File: src/rtl/uart_term_if.sv
// Handshake bundle for uart_term: host line side (term_*) and UART core pair side (uart_*).
interface uart_term_if;
  logic [7:0] term_tx_d;
  logic       term_tx_dv;
  logic       term_tx_dr;
  logic [7:0] term_rx_d;
  logic       term_rx_dv;
  logic       term_rx_dr;
  logic       term_rx_pok;
  logic [7:0] uart_rx_d;
  logic       uart_rx_dv;
  logic       parity_ok;
  logic [7:0] uart_tx_d;
  logic       uart_tx_dv;
  logic       uart_tx_dr;

  // Design side
  modport slave (
    input  term_tx_d, term_tx_dv, term_rx_dr,
    input  uart_rx_d, uart_rx_dv, parity_ok, uart_tx_dr,
    output term_tx_dr, term_rx_d, term_rx_dv, term_rx_pok,
    output uart_tx_d, uart_tx_dv
  );

  // Host sequencer / UART model side
  modport master (
    output term_tx_d, term_tx_dv, term_rx_dr,
    output uart_rx_d, uart_rx_dv, parity_ok, uart_tx_dr,
    input  term_tx_dr, term_rx_d, term_rx_dv, term_rx_pok,
    input  uart_tx_d, uart_tx_dv
  );
endinterface

File: src/rtl/uart_term.sv
// Host end of an XON/XOFF console link: sends command lines, buffers console output,
// throttles the console with XOFF/XON and waits for the prompt after each CR.
module uart_term #(
  parameter logic [79:0] PROMPT     = "FDK>",
  parameter int          NR_BITS    = 8,
  parameter int          RX_FIFO    = 16,
  parameter int          XOFF_LEVEL = 12,
  parameter int          XON_LEVEL  = 4,
  parameter int          TIMEOUT    = 1000000
) (
  input  logic        clk,
  input  logic        rst_n,
  uart_term_if.slave  bus,
  output logic        prompt_seen,
  output logic        prompt_tmo,
  output logic        rx_overflow
);

  if (NR_BITS != 8) begin : g_bad_width
    $fatal(1, "uart_term: only NR_BITS=8 is supported");
  end

  // Prompt literal is right-justified; its length is the highest non-NUL byte.
  function automatic int plen(input logic [79:0] p);
    int n;
    n = 0;
    for (int i = 0; i < 10; i++)
      if (p[8*i +: 8] != 8'h00) n = i + 1;
    return n;
  endfunction

  localparam int          PLEN  = plen(PROMPT);
  localparam logic [79:0] PMASK = (80'h1 << (8*PLEN)) - 80'h1;
  localparam int          AW    = (RX_FIFO > 1) ? $clog2(RX_FIFO) : 1;
  localparam int          CW    = $clog2(RX_FIFO + 1);
  localparam int          TW    = $clog2(TIMEOUT + 2);
  localparam logic [7:0]  XON   = 8'h11;
  localparam logic [7:0]  XOFF  = 8'h13;
  localparam logic [7:0]  CR    = 8'h0D;

  typedef enum logic {READY, WAIT} state_t;
  state_t state, state_n;

  logic [8:0]    mem [RX_FIFO];
  logic [AW-1:0] wp, rp;
  logic [CW-1:0] cnt;
  logic          empty, full, rd, wr;
  logic          alive, xoff_sent, flow_pend, flow_xoff;
  logic          can_tx, send_flow, host_acc, xoff_req, xon_req;
  logic [79:0]   sh, sh_n;
  logic          match, seen_n, tmo_n;
  logic [TW-1:0] tcnt;

  assign empty = (cnt == '0);
  assign full  = (cnt == CW'(RX_FIFO));
  assign rd    = bus.term_rx_dr & ~empty;
  // A full FIFO still accepts a byte when a read frees a slot in the same cycle.
  assign wr    = bus.uart_rx_dv & (~full | rd);

  assign xoff_req = (cnt >= CW'(XOFF_LEVEL)) & ~xoff_sent;
  assign xon_req  = (cnt <= CW'(XON_LEVEL)) & xoff_sent;

  // One char per two cycles towards the TX core: never issue right after a dv.
  assign can_tx    = alive & bus.uart_tx_dr & ~bus.uart_tx_dv;
  assign send_flow = can_tx & flow_pend;
  assign bus.term_tx_dr = can_tx & ~flow_pend & (state == READY);
  assign host_acc  = bus.term_tx_dv & bus.term_tx_dr;

  // Prompt match looks at history including the byte arriving now (dropped bytes too).
  assign sh_n  = {sh[71:0], bus.uart_rx_d};
  assign match = bus.uart_rx_dv & ((sh_n & PMASK) == PROMPT);

  // Held low through reset and the first cycle after, so term_tx_dr reads 0 in reset.
  always_ff @(posedge clk or negedge rst_n)
    if (!rst_n) alive <= 1'b0;
    else        alive <= 1'b1;

  // FIFO storage: parity bit kept alongside the character.
  always_ff @(posedge clk)
    if (wr) mem[wp] <= {bus.parity_ok, bus.uart_rx_d};

  // FIFO pointers, fill count, sticky overflow and registered read port.
  always_ff @(posedge clk or negedge rst_n)
    if (!rst_n) begin
      wp <= '0; rp <= '0; cnt <= '0; rx_overflow <= 1'b0;
      bus.term_rx_d <= '0; bus.term_rx_pok <= 1'b0; bus.term_rx_dv <= 1'b0;
    end else begin
      if (wr) wp <= (wp == AW'(RX_FIFO-1)) ? '0 : wp + 1'b1;
      if (rd) begin
        rp <= (rp == AW'(RX_FIFO-1)) ? '0 : rp + 1'b1;
        {bus.term_rx_pok, bus.term_rx_d} <= mem[rp];
      end
      bus.term_rx_dv <= rd;
      if (wr & ~rd)      cnt <= cnt + 1'b1;
      else if (rd & ~wr) cnt <= cnt - 1'b1;
      if (bus.uart_rx_dv & full & ~rd) rx_overflow <= 1'b1;
    end

  // Flow-control slot: one pending char, a newer request overwrites an unsent one.
  always_ff @(posedge clk or negedge rst_n)
    if (!rst_n) begin
      xoff_sent <= 1'b0; flow_pend <= 1'b0; flow_xoff <= 1'b0;
    end else begin
      if (send_flow) flow_pend <= 1'b0;
      if (xoff_req) begin
        xoff_sent <= 1'b1; flow_pend <= 1'b1; flow_xoff <= 1'b1;
      end else if (xon_req) begin
        xoff_sent <= 1'b0; flow_pend <= 1'b1; flow_xoff <= 1'b0;
      end
    end

  // TX register: flow char wins over host char.
  always_ff @(posedge clk or negedge rst_n)
    if (!rst_n) begin
      bus.uart_tx_d <= '0; bus.uart_tx_dv <= 1'b0;
    end else begin
      bus.uart_tx_dv <= send_flow | host_acc;
      if (send_flow)     bus.uart_tx_d <= flow_xoff ? XOFF : XON;
      else if (host_acc) bus.uart_tx_d <= bus.term_tx_d;
    end

  // Received-byte history for prompt detection.
  always_ff @(posedge clk or negedge rst_n)
    if (!rst_n)              sh <= '0;
    else if (bus.uart_rx_dv) sh <= sh_n;

  // State register, wait timer and event pulses.
  always_ff @(posedge clk or negedge rst_n)
    if (!rst_n) begin
      state <= READY; tcnt <= '0; prompt_seen <= 1'b0; prompt_tmo <= 1'b0;
    end else begin
      state       <= state_n;
      tcnt        <= (state == WAIT) ? tcnt + 1'b1 : '0;
      prompt_seen <= seen_n;
      prompt_tmo  <= tmo_n;
    end

  // Next state: CR opens a wait; prompt beats timeout when both land together.
  always_comb begin
    state_n = state;
    seen_n  = 1'b0;
    tmo_n   = 1'b0;
    case (state)
      READY: if (host_acc && bus.term_tx_d == CR) state_n = WAIT;
      WAIT: begin
        if (match) begin
          state_n = READY; seen_n = 1'b1;
        end else if (TIMEOUT != 0 && tcnt == TW'(TIMEOUT - 1)) begin
          state_n = READY; tmo_n = 1'b1;
        end
      end
    endcase
  end

endmodule

File: src/flat_wrapper.sv
// flat-port wrapper written by rule: the top's interface ports become plain ports
module uart_term_flat 
#(
  parameter logic [79:0] PROMPT     = "    ",
  parameter int          NR_BITS    = 8,
  parameter int          RX_FIFO    = 16,
  parameter int          XOFF_LEVEL = 12,
  parameter int          XON_LEVEL  = 4,
  parameter int          TIMEOUT    = 1000000
)
  (clk, rst_n, prompt_seen, prompt_tmo, rx_overflow, bus_term_tx_d, bus_term_tx_dv, bus_term_rx_dr, bus_uart_rx_d, bus_uart_rx_dv, bus_parity_ok, bus_uart_tx_dr, bus_term_tx_dr, bus_term_rx_d, bus_term_rx_dv, bus_term_rx_pok, bus_uart_tx_d, bus_uart_tx_dv);
  uart_term_if bus_i ();
  input  logic clk;
  input  logic rst_n;
  output logic prompt_seen;
  output logic prompt_tmo;
  output logic rx_overflow;
  input wire logic [$bits(bus_i.term_tx_d)-1:0] bus_term_tx_d;
  input wire logic [$bits(bus_i.term_tx_dv)-1:0] bus_term_tx_dv;
  input wire logic [$bits(bus_i.term_rx_dr)-1:0] bus_term_rx_dr;
  input wire logic [$bits(bus_i.uart_rx_d)-1:0] bus_uart_rx_d;
  input wire logic [$bits(bus_i.uart_rx_dv)-1:0] bus_uart_rx_dv;
  input wire logic [$bits(bus_i.parity_ok)-1:0] bus_parity_ok;
  input wire logic [$bits(bus_i.uart_tx_dr)-1:0] bus_uart_tx_dr;
  output wire logic [$bits(bus_i.term_tx_dr)-1:0] bus_term_tx_dr;
  output wire logic [$bits(bus_i.term_rx_d)-1:0] bus_term_rx_d;
  output wire logic [$bits(bus_i.term_rx_dv)-1:0] bus_term_rx_dv;
  output wire logic [$bits(bus_i.term_rx_pok)-1:0] bus_term_rx_pok;
  output wire logic [$bits(bus_i.uart_tx_d)-1:0] bus_uart_tx_d;
  output wire logic [$bits(bus_i.uart_tx_dv)-1:0] bus_uart_tx_dv;
  assign bus_i.term_tx_d = bus_term_tx_d;
  assign bus_i.term_tx_dv = bus_term_tx_dv;
  assign bus_i.term_rx_dr = bus_term_rx_dr;
  assign bus_i.uart_rx_d = bus_uart_rx_d;
  assign bus_i.uart_rx_dv = bus_uart_rx_dv;
  assign bus_i.parity_ok = bus_parity_ok;
  assign bus_i.uart_tx_dr = bus_uart_tx_dr;
  assign bus_term_tx_dr = bus_i.term_tx_dr;
  assign bus_term_rx_d = bus_i.term_rx_d;
  assign bus_term_rx_dv = bus_i.term_rx_dv;
  assign bus_term_rx_pok = bus_i.term_rx_pok;
  assign bus_uart_tx_d = bus_i.uart_tx_d;
  assign bus_uart_tx_dv = bus_i.uart_tx_dv;
  uart_term #(.PROMPT(PROMPT), .NR_BITS(NR_BITS), .RX_FIFO(RX_FIFO), .XOFF_LEVEL(XOFF_LEVEL), .XON_LEVEL(XON_LEVEL), .TIMEOUT(TIMEOUT)) u_core (.clk(clk), .rst_n(rst_n), .bus(bus_i), .prompt_seen(prompt_seen), .prompt_tmo(prompt_tmo), .rx_overflow(rx_overflow));
endmodule
File: config.mk
export PLATFORM = sky130hd
export DESIGN_NAME = uart_term_flat
export DESIGN_NICKNAME = d
export VERILOG_FILES = /design/src/rtl/uart_term_if.sv /design/src/rtl/uart_term.sv /design/src/flat_wrapper.sv
export SDC_FILE = /design/constraint.sdc
export NUM_CORES = 1
export LEC_CHECK = 0
export ABC_AREA = 1
export ABC_CLOCK_PERIOD_IN_PS = 3100
export CELL_PAD_IN_SITES_DETAIL_PLACEMENT = 0
export CELL_PAD_IN_SITES_GLOBAL_PLACEMENT = 1
export CORE_ASPECT_RATIO = 0.75
export CORE_UTILIZATION = 45
export CTS_BUF_LIST = sky130_fd_sc_hd__clkbuf_2 sky130_fd_sc_hd__clkbuf_4 sky130_fd_sc_hd__clkbuf_8
export CTS_CLUSTER_DIAMETER = 100
export DETAILED_ROUTE_END_ITERATION = 8
export GPL_TIMING_DRIVEN = 0
export PLACE_DENSITY_LB_ADDON = 0.1
export SLEW_MARGIN = 25
export SYNTH_ARGS = -nofsm -noshare
export SYNTH_HDL_FRONTEND = slang
export SYNTH_SLANG_ARGS = --single-unit
File: constraint.sdc
create_clock -name clk -period 3.1 [get_ports clk]
set_clock_uncertainty 0.1 [all_clocks]
set_input_delay 0.62 -clock clk [delete_from_list [all_inputs] [get_ports clk]]
set_output_delay 0.62 -clock clk [all_outputs]
set_load 0.005 [all_outputs]
# After elaboration in Yosys (flattened, before gate mapping)
# Memory sizes are Yosys's and may differ from the RTL's. A register that Yosys moved wholly into a read port is not among the register bits.
# Cells that the tools add are included.
[word_totals] n_memories=1 output_inout_bits=23 reg_bits=74 ram_bits=144 word_cells=85 input_bits=23
[classes] n_bitwise=25 n_mux=24 n_eq_ne=6 addsub=5 magnitude_cmp=2 reduce_logical=7
[mem_list] memory="u_core.mem" words=16 width=9 rd=1 rd_clocked_by_memory_dff=1 write_ports=1 line_no="uart_term.sv:44" source="logic [8:0] mem [RX_FIFO];"
[ops] operator="32-bit by 30-bit equality test with 1-bit output (second input constant)" n=1
[ops] operator="20-bit by 1-bit adder with 20-bit output (second input constant)" n=1
[ops] operator="20-bit equality test (second input constant)" n=1
[ops] operator="20-bit two-way mux" n=1
[ops] operator="8-bit two-way mux" n=2
[ops] operator="1-bit bitwise AND" n=15
[ops] operator="1-bit two-way mux" n=15
[ops] operator="5-bit two-way mux" n=2
[ops] operator="4-bit by 1-bit adder with 4-bit output (second input constant)" n=2
[ops] operator="4-bit equality test (second input constant)" n=2
[ops] operator="8-bit by 4-bit equality test with 1-bit output (second input constant)" n=1
[ops] operator="4-bit two-way mux" n=2
[ops] operator="1-bit inverter" n=8
[ops] operator="2-bit nonzero test" n=3
[ops] operator="5-bit by 1-bit adder with 5-bit output (second input constant)" n=1
[ops] operator="5-bit equality test (second input constant)" n=1
[ops] operator="5-bit by 4-bit greater-or-equal comparator with 1-bit output (second input constant)" n=1
[ops] operator="5-bit by 3-bit <= comparator with 1-bit output (second input constant)" n=1
[ops] operator="5-bit logical NOT" n=1
[ops] operator="5-bit by 1-bit subtractor with 5-bit output (second input constant)" n=1
[ops] operator="3-bit nonzero test" n=1
[ops] operator="2-bit two-way mux" n=1
[ops] operator="1-bit bitwise OR" n=2
[ops] operator="1-bit one-hot mux with 2 select lines" n=1
[ops] operator="2 further kinds" n=2

# Logic depth before layout (Yosys ltp)
[logic_depth] ltp_word=9 mapped_depth=14 depth_no_buf=14

# Least setup slack after synthesis
# No wires, ideal clock.
[synth_timing] path_type="input port to flip-flop" from="in bus_uart_rx_dv" to="reg u_core.cnt[4]" setup_time_ns=0.065 path_buffers=1 slack_ns=0.725 path_stages=12 arrival_time_ns=2.210 required_time_ns=2.935 path_cell_list="clkbuf_1 > nand2_1 > inv_2 > ha_1 > inv_1 > fa_1 > a21oi_1 > nor2_1 > nor2_1 > xor2_1 > nand2_1 > nand2_1"
[synth_via] elab_chain_len=4 elab_cells_between_ends=6 classes_between="mux: 1; bitwise: 4; reduce/logical: 1"
[synth_lines] item="start, declared" line_no="flat_wrapper.sv:22" source="input wire logic [$bits(bus_i.uart_rx_dv)-1:0] bus_uart_rx_dv;"
[synth_lines] item="1-bit bitwise AND (*)" line_no="uart_term.sv:58" source="assign wr = bus.uart_rx_dv & (~full | rd);"
[synth_lines] item="net u_core.wr" line_no="uart_term.sv:47" source="logic empty, full, rd, wr;"
[synth_lines] item="1-bit inverter" line_no="uart_term.sv:95" source="else if (rd & ~wr) cnt <= cnt - 1'b1;"
[synth_lines] item="1-bit bitwise AND" line_no="uart_term.sv:95"
[synth_lines] item="2-bit nonzero test (no source line)"
[synth_lines] item="end signal, assigned" line_no="uart_term.sv:94" source="if (wr & ~rd) cnt <= cnt + 1'b1;"
[synth_lines] item="end signal, assigned" line_no="uart_term.sv:95"
[synth_lines] item="end, declared" line_no="uart_term.sv:46" source="logic [CW-1:0] cnt;"
# The timed path passes the listed nets; every way through them passes the cells marked *.
# A chain may end at the register's enable or synchronous reset.

# Worst setup path in the final report
[layout_timing] from="in bus_term_rx_dr" to="reg u_core.cnt[4]"
[layout_via] elab_chain_len=6 elab_cells_between_ends=9 classes_between="mux: 1; bitwise: 7; reduce/logical: 1"
[layout_lines] item="start, declared" line_no="flat_wrapper.sv:20" source="input wire logic [$bits(bus_i.term_rx_dr)-1:0] bus_term_rx_dr;"
[layout_lines] item="1-bit bitwise AND (*)" line_no="uart_term.sv:56" source="assign rd = bus.term_rx_dr & ~empty;"
[layout_lines] item="1-bit bitwise OR (*)" line_no="uart_term.sv:58"
[layout_lines] item="1-bit bitwise AND (*)" line_no="uart_term.sv:58"
[layout_lines] item="net u_core.wr" line_no="uart_term.sv:47"
[layout_lines] item="1-bit inverter" line_no="uart_term.sv:95"
[layout_lines] item="1-bit bitwise AND" line_no="uart_term.sv:95"
[layout_lines] item="2-bit nonzero test (no source line)"
# Marks and branches as above.

==> results.py <==
metrics = {
    "route": {
        "drt_iter0_drc": 591,
        "vias_per_cell": 4.994,
        "firstDrtPassIters": 5,
        "drc_errors": 0,
        "via_count": 7336,
        "ant_nets": 0,
        "wl_per_cell_um": 17.60,
        "drt_wl_total_um": 25860,
    },
    "timing": {
        "fin_crit_ps": 2826,
        "worst_slack_ps": 274.0,
        "grt_setup_unrepaired": "false",
        "drv_slew": 0,
        "hold_viol": 0,
        "setup_violations": 0,
        "holdWs_ps": 368.4,
        "maxSlewHeadroom_pct": 28.81,
        "fin_crit_sh_pct": 91.16,
        "fmax_mhz": 353.9,
        "max_slew.worst_pin.slew_ps": 1064,
    },
    "cts": {
        "worstSkewPairLatency_ps": 530,
        "cts.path.max_buffers": 3,
        "cts_buffers": 38,
        "htreeDepth": 2,
        "path_clk_slew_ps": 60,
        "clockRootBuffer": "clkbuf_8",
        "cts_tree": "built",
        "cts.sink_count": 227,
        "post-cts-setup-buffer-count": 0,
    },
    "synthesis": {
        "ys_seq_area_share_pct": 63.41,
        "syn_area_sq_mm": 0.01009,
        "syn_avg_cell_area_sq_um": 9.514,
        "syn_nets": 1095,
        "synth_warnings": 0,
        "yosysUniqueCellTypes": 39,
        "synthesis.instances": 1061,
        "synth_seq_cells": 227,
    },
    "power_and_ir_drop": {
        "powerDensity_mw_per_mm2": 823.9,
        "totalPowerFinal_w": 0.009653,
        "peakVddDrop_mv": 0.4273,
        "p_leak_nw": 5.198,
    },
    "global_routing": {
        "grt_pass1_vias": 6874,
        "grt_pass1_wl_um": 40010,
        "overflow": 0,
        "antenna_found_initial": 0,
        "grt_start_max_net_pins": 68,
        "grt_usage_pct": 23.07,
    },
    "finish": {
        "diodes": 0,
        "drive_above_1_share_pct": 9.277,
        "final_cells": 1469,
        "area_delta_synth_final_pct": 16.06,
        "fin_nets": 1181,
        "design_area_sq_mm": 0.01172,
    },
    "floorplan": {
        "initial_core_util_pct": 45.78,
        "rows": 47,
        "die_y_um": 131.7,
        "dieWidth_um": 174.9,
        "io_pins": 46,
        "die_area_sq_mm": 0.02304,
        "coreArea_sq_mm": 0.02205,
    },
    "worst_setup_path": {
        "worst_ep_required_time_ps": 3440,
        "worst-path-max-fanout": 8,
        "critPathArrivalTime_ps": 3170,
        "reg2reg_depth": 13,
        "cp-end-kind": "register",
        "cp-start-kind": "primary input",
        "r2r_start": "u_core.cnt[1]$_DFFE_PN0P_",
        "path_class": "primary input to register",
        "rr_endpoint": "u_core.cnt[4]$_DFFE_PN0P_",
        "reg2reg_slack_ps": 360,
    },
    "place": {
        "dp_slack_ps": -198.8,
        "dp_hpwl_um": 16950,
        "placed_cell_area_sq_mm": 0.01093,
        "globalplace.congestion": 0.8156,
        "portBuffers": 44,
        "dp.cells": 1400,
    },
    "hold_path": {
        "hold_depth": 2,
        "min_from": "u_core.bus.uart_tx_d[5]$_DFFE_PN0P_",
        "hp-class": "register to register",
        "hold_path_end": "u_core.bus.uart_tx_d[5]$_DFFE_PN0P_",
    },
    "status": {
        "outcome": "finished clean",
    },
    "run": {
        "cap_violations": 0,
    },
}
==> state kept, by name (all words and copies together) (netlist names) <==
name,count
u_core.bus.term_rx_dv,1
u_core.cnt,5
u_core.bus.uart_tx_dv,1
u_core.state,1
u_core.alive,1
u_core.prompt_seen,1
u_core.bus.term_rx_d,8
u_core.mem,144
u_core.sh,24
u_core.prompt_tmo,1
u_core.tcnt,20
u_core.flow_pend,1
u_core.bus.uart_tx_d,8
u_core.wp,4
u_core.rx_overflow,1
u_core.xoff_sent,1
u_core.bus.term_rx_pok,1
u_core.rp,4
==> synthesized netlist by cell type <==
| cell | number | area share, % |
|---|---|---|
| a211oi_1 | 1 | 0.074 |
| a21boi_0 | 2 | 0.15 |
| a21oi_1 | 14 | 0.69 |
| a22oi_1 | 1 | 0.074 |
| a31oi_1 | 4 | 0.25 |
| and3_1 | 1 | 0.062 |
| buf_2 | 20 | 0.99 |
| buf_4 | 5 | 0.37 |
| buf_6 | 1 | 0.11 |
| clkbuf_1 | 11 | 0.41 |
| clkinv_1 | 2 | 0.074 |
| conb_1 | 1 | 0.037 |
| dfrtp_1 | 83 | 21 |
| edfxtp_1 | 144 | 43 |
| fa_1 | 1 | 0.20 |
| ha_1 | 10 | 1.2 |
| inv_1 | 157 | 5.8 |
| inv_2 | 4 | 0.15 |
| nand2_1 | 325 | 12 |
| nand2_2 | 2 | 0.12 |
| nand2_4 | 1 | 0.11 |
| nand3_1 | 129 | 6.4 |
| nand3_2 | 3 | 0.30 |
| nand3b_1 | 1 | 0.074 |
| nand4_1 | 5 | 0.31 |
| nor2_1 | 67 | 2.5 |
| nor2_2 | 4 | 0.25 |
| nor2_4 | 1 | 0.11 |
| nor3_1 | 7 | 0.35 |
| nor3_4 | 1 | 0.16 |
| nor3b_1 | 1 | 0.074 |
| nor4_1 | 6 | 0.37 |
| o211ai_1 | 2 | 0.15 |
| o21a_1 | 2 | 0.15 |
| o21ai_0 | 31 | 1.5 |
| o21ai_1 | 3 | 0.15 |
| o21bai_1 | 1 | 0.074 |
| xnor2_1 | 1 | 0.087 |
| xor2_1 | 6 | 0.52 |
==> cell type report <==
cell class / instances / area (sq um)
Buffer: 37 / 190.2
Clock buffer: 65 / 763.2
Clock inverter: 3 / 11.26
Fill cell: 2093 / 10340
Inverter: 163 / 611.8
Multi-Input combinational cell: 634 / 2892
Sequential cell: 227 / 6401
Tap cell: 294 / 367.9
Timing Repair Buffer: 46 / 479.2
==> per-layer routing <==
layer / wire [um] / part of all wire, % / up-vias / track usage, %
li1: - / - / 3599 / -
met1: 13200 / 51 / 3472 / 37.58
met2: 10120 / 39 / 225 / 30.82
met3: 2143 / 8.3 / 40 / 5.006
met4: 398 / 1.5 / 0 / 5.217
met5: 0 / 0 / - / 0
==> report_power, final <==
part           switching, W  total, W  internal [W]  leakage, nW
combinational       0.00207   0.00309       0.00101         2.42
clock               0.00118   0.00271       0.00154        0.418
sequential         0.000210   0.00385       0.00364         2.36
==> placed cells by master (no fill, tap or decap), drive strengths merged, types with 28 or more instances in the layout <==
cell           instances
nand2                328
inv                  161
edfxtp               144
nand3                132
dfrtp                 83
clkbuf                76
nor2                  72
clkdlybuf4s50         43
o21ai                 34
buf                   28
==> metrics by stage <==
stage	utilization, %	TNS [ps]
2_1_floorplan	-	0
3_3_place_gp	49.44	-177280
3_5_place_dp	49.57	-11150
4_1_cts	53.13	0
5_1_grt	53.13	0
6_report	53.13	0
==> worst max path at each step <==
stage | endpoint | startpoint | cells after the start
3_5_place_dp | u_core.cnt[4]$_DFFE_PN0P_ | bus_term_rx_dr | 14
4_1_cts | u_core.cnt[4]$_DFFE_PN0P_ | bus_term_rx_dr | 14
2_1_floorplan | u_core.cnt[4]$_DFFE_PN0P_ | bus_uart_rx_dv | 12
6_report | u_core.cnt[4]$_DFFE_PN0P_ | bus_term_rx_dr | 14
5_1_grt | u_core.cnt[4]$_DFFE_PN0P_ | bus_term_rx_dr | 14
3_3_place_gp | u_core.sh[3]$_DFFE_PN0P_ | rst_n | 1
==> critical path, cell delays in order <==
cell and delay, ps:
clkdlybuf4s50_1 500, nor2_1 60, nand3_1 210, nand2_1 180
inv_2 220, ha_1 220, inv_1 110, fa_1 420
a21oi_1 160, nor2_1 50, nor2_1 130, xor2_1 160
nand2_1 60, nand2_1 70
==> cells by family (layout without fill, tap and decap cells) <==
| logic type | after synthesis | in the layout | synth area share, % |
|---|---|---|---|
| other cells | 1 | 1 | 0.03715 |
| simple gates | 554 | 554 | 23.26 |
| compound gates | 61 | 61 | 3.297 |
| fa+ha+maj | 11 | 11 | 1.438 |
| buf+inv | 200 | 314 | 7.945 |
| xor+xnor | 7 | 7 | 0.6073 |
| flops | 227 | 227 | 63.41 |
==> what timing repair did <==
item | 4_1_cts | 5_1_grt
hold buffers | 1 | 0
endpoints found under the hold margin | 16 | 0
gates resized for setup | 0 | 0
(Power assumes the default switching activity.)
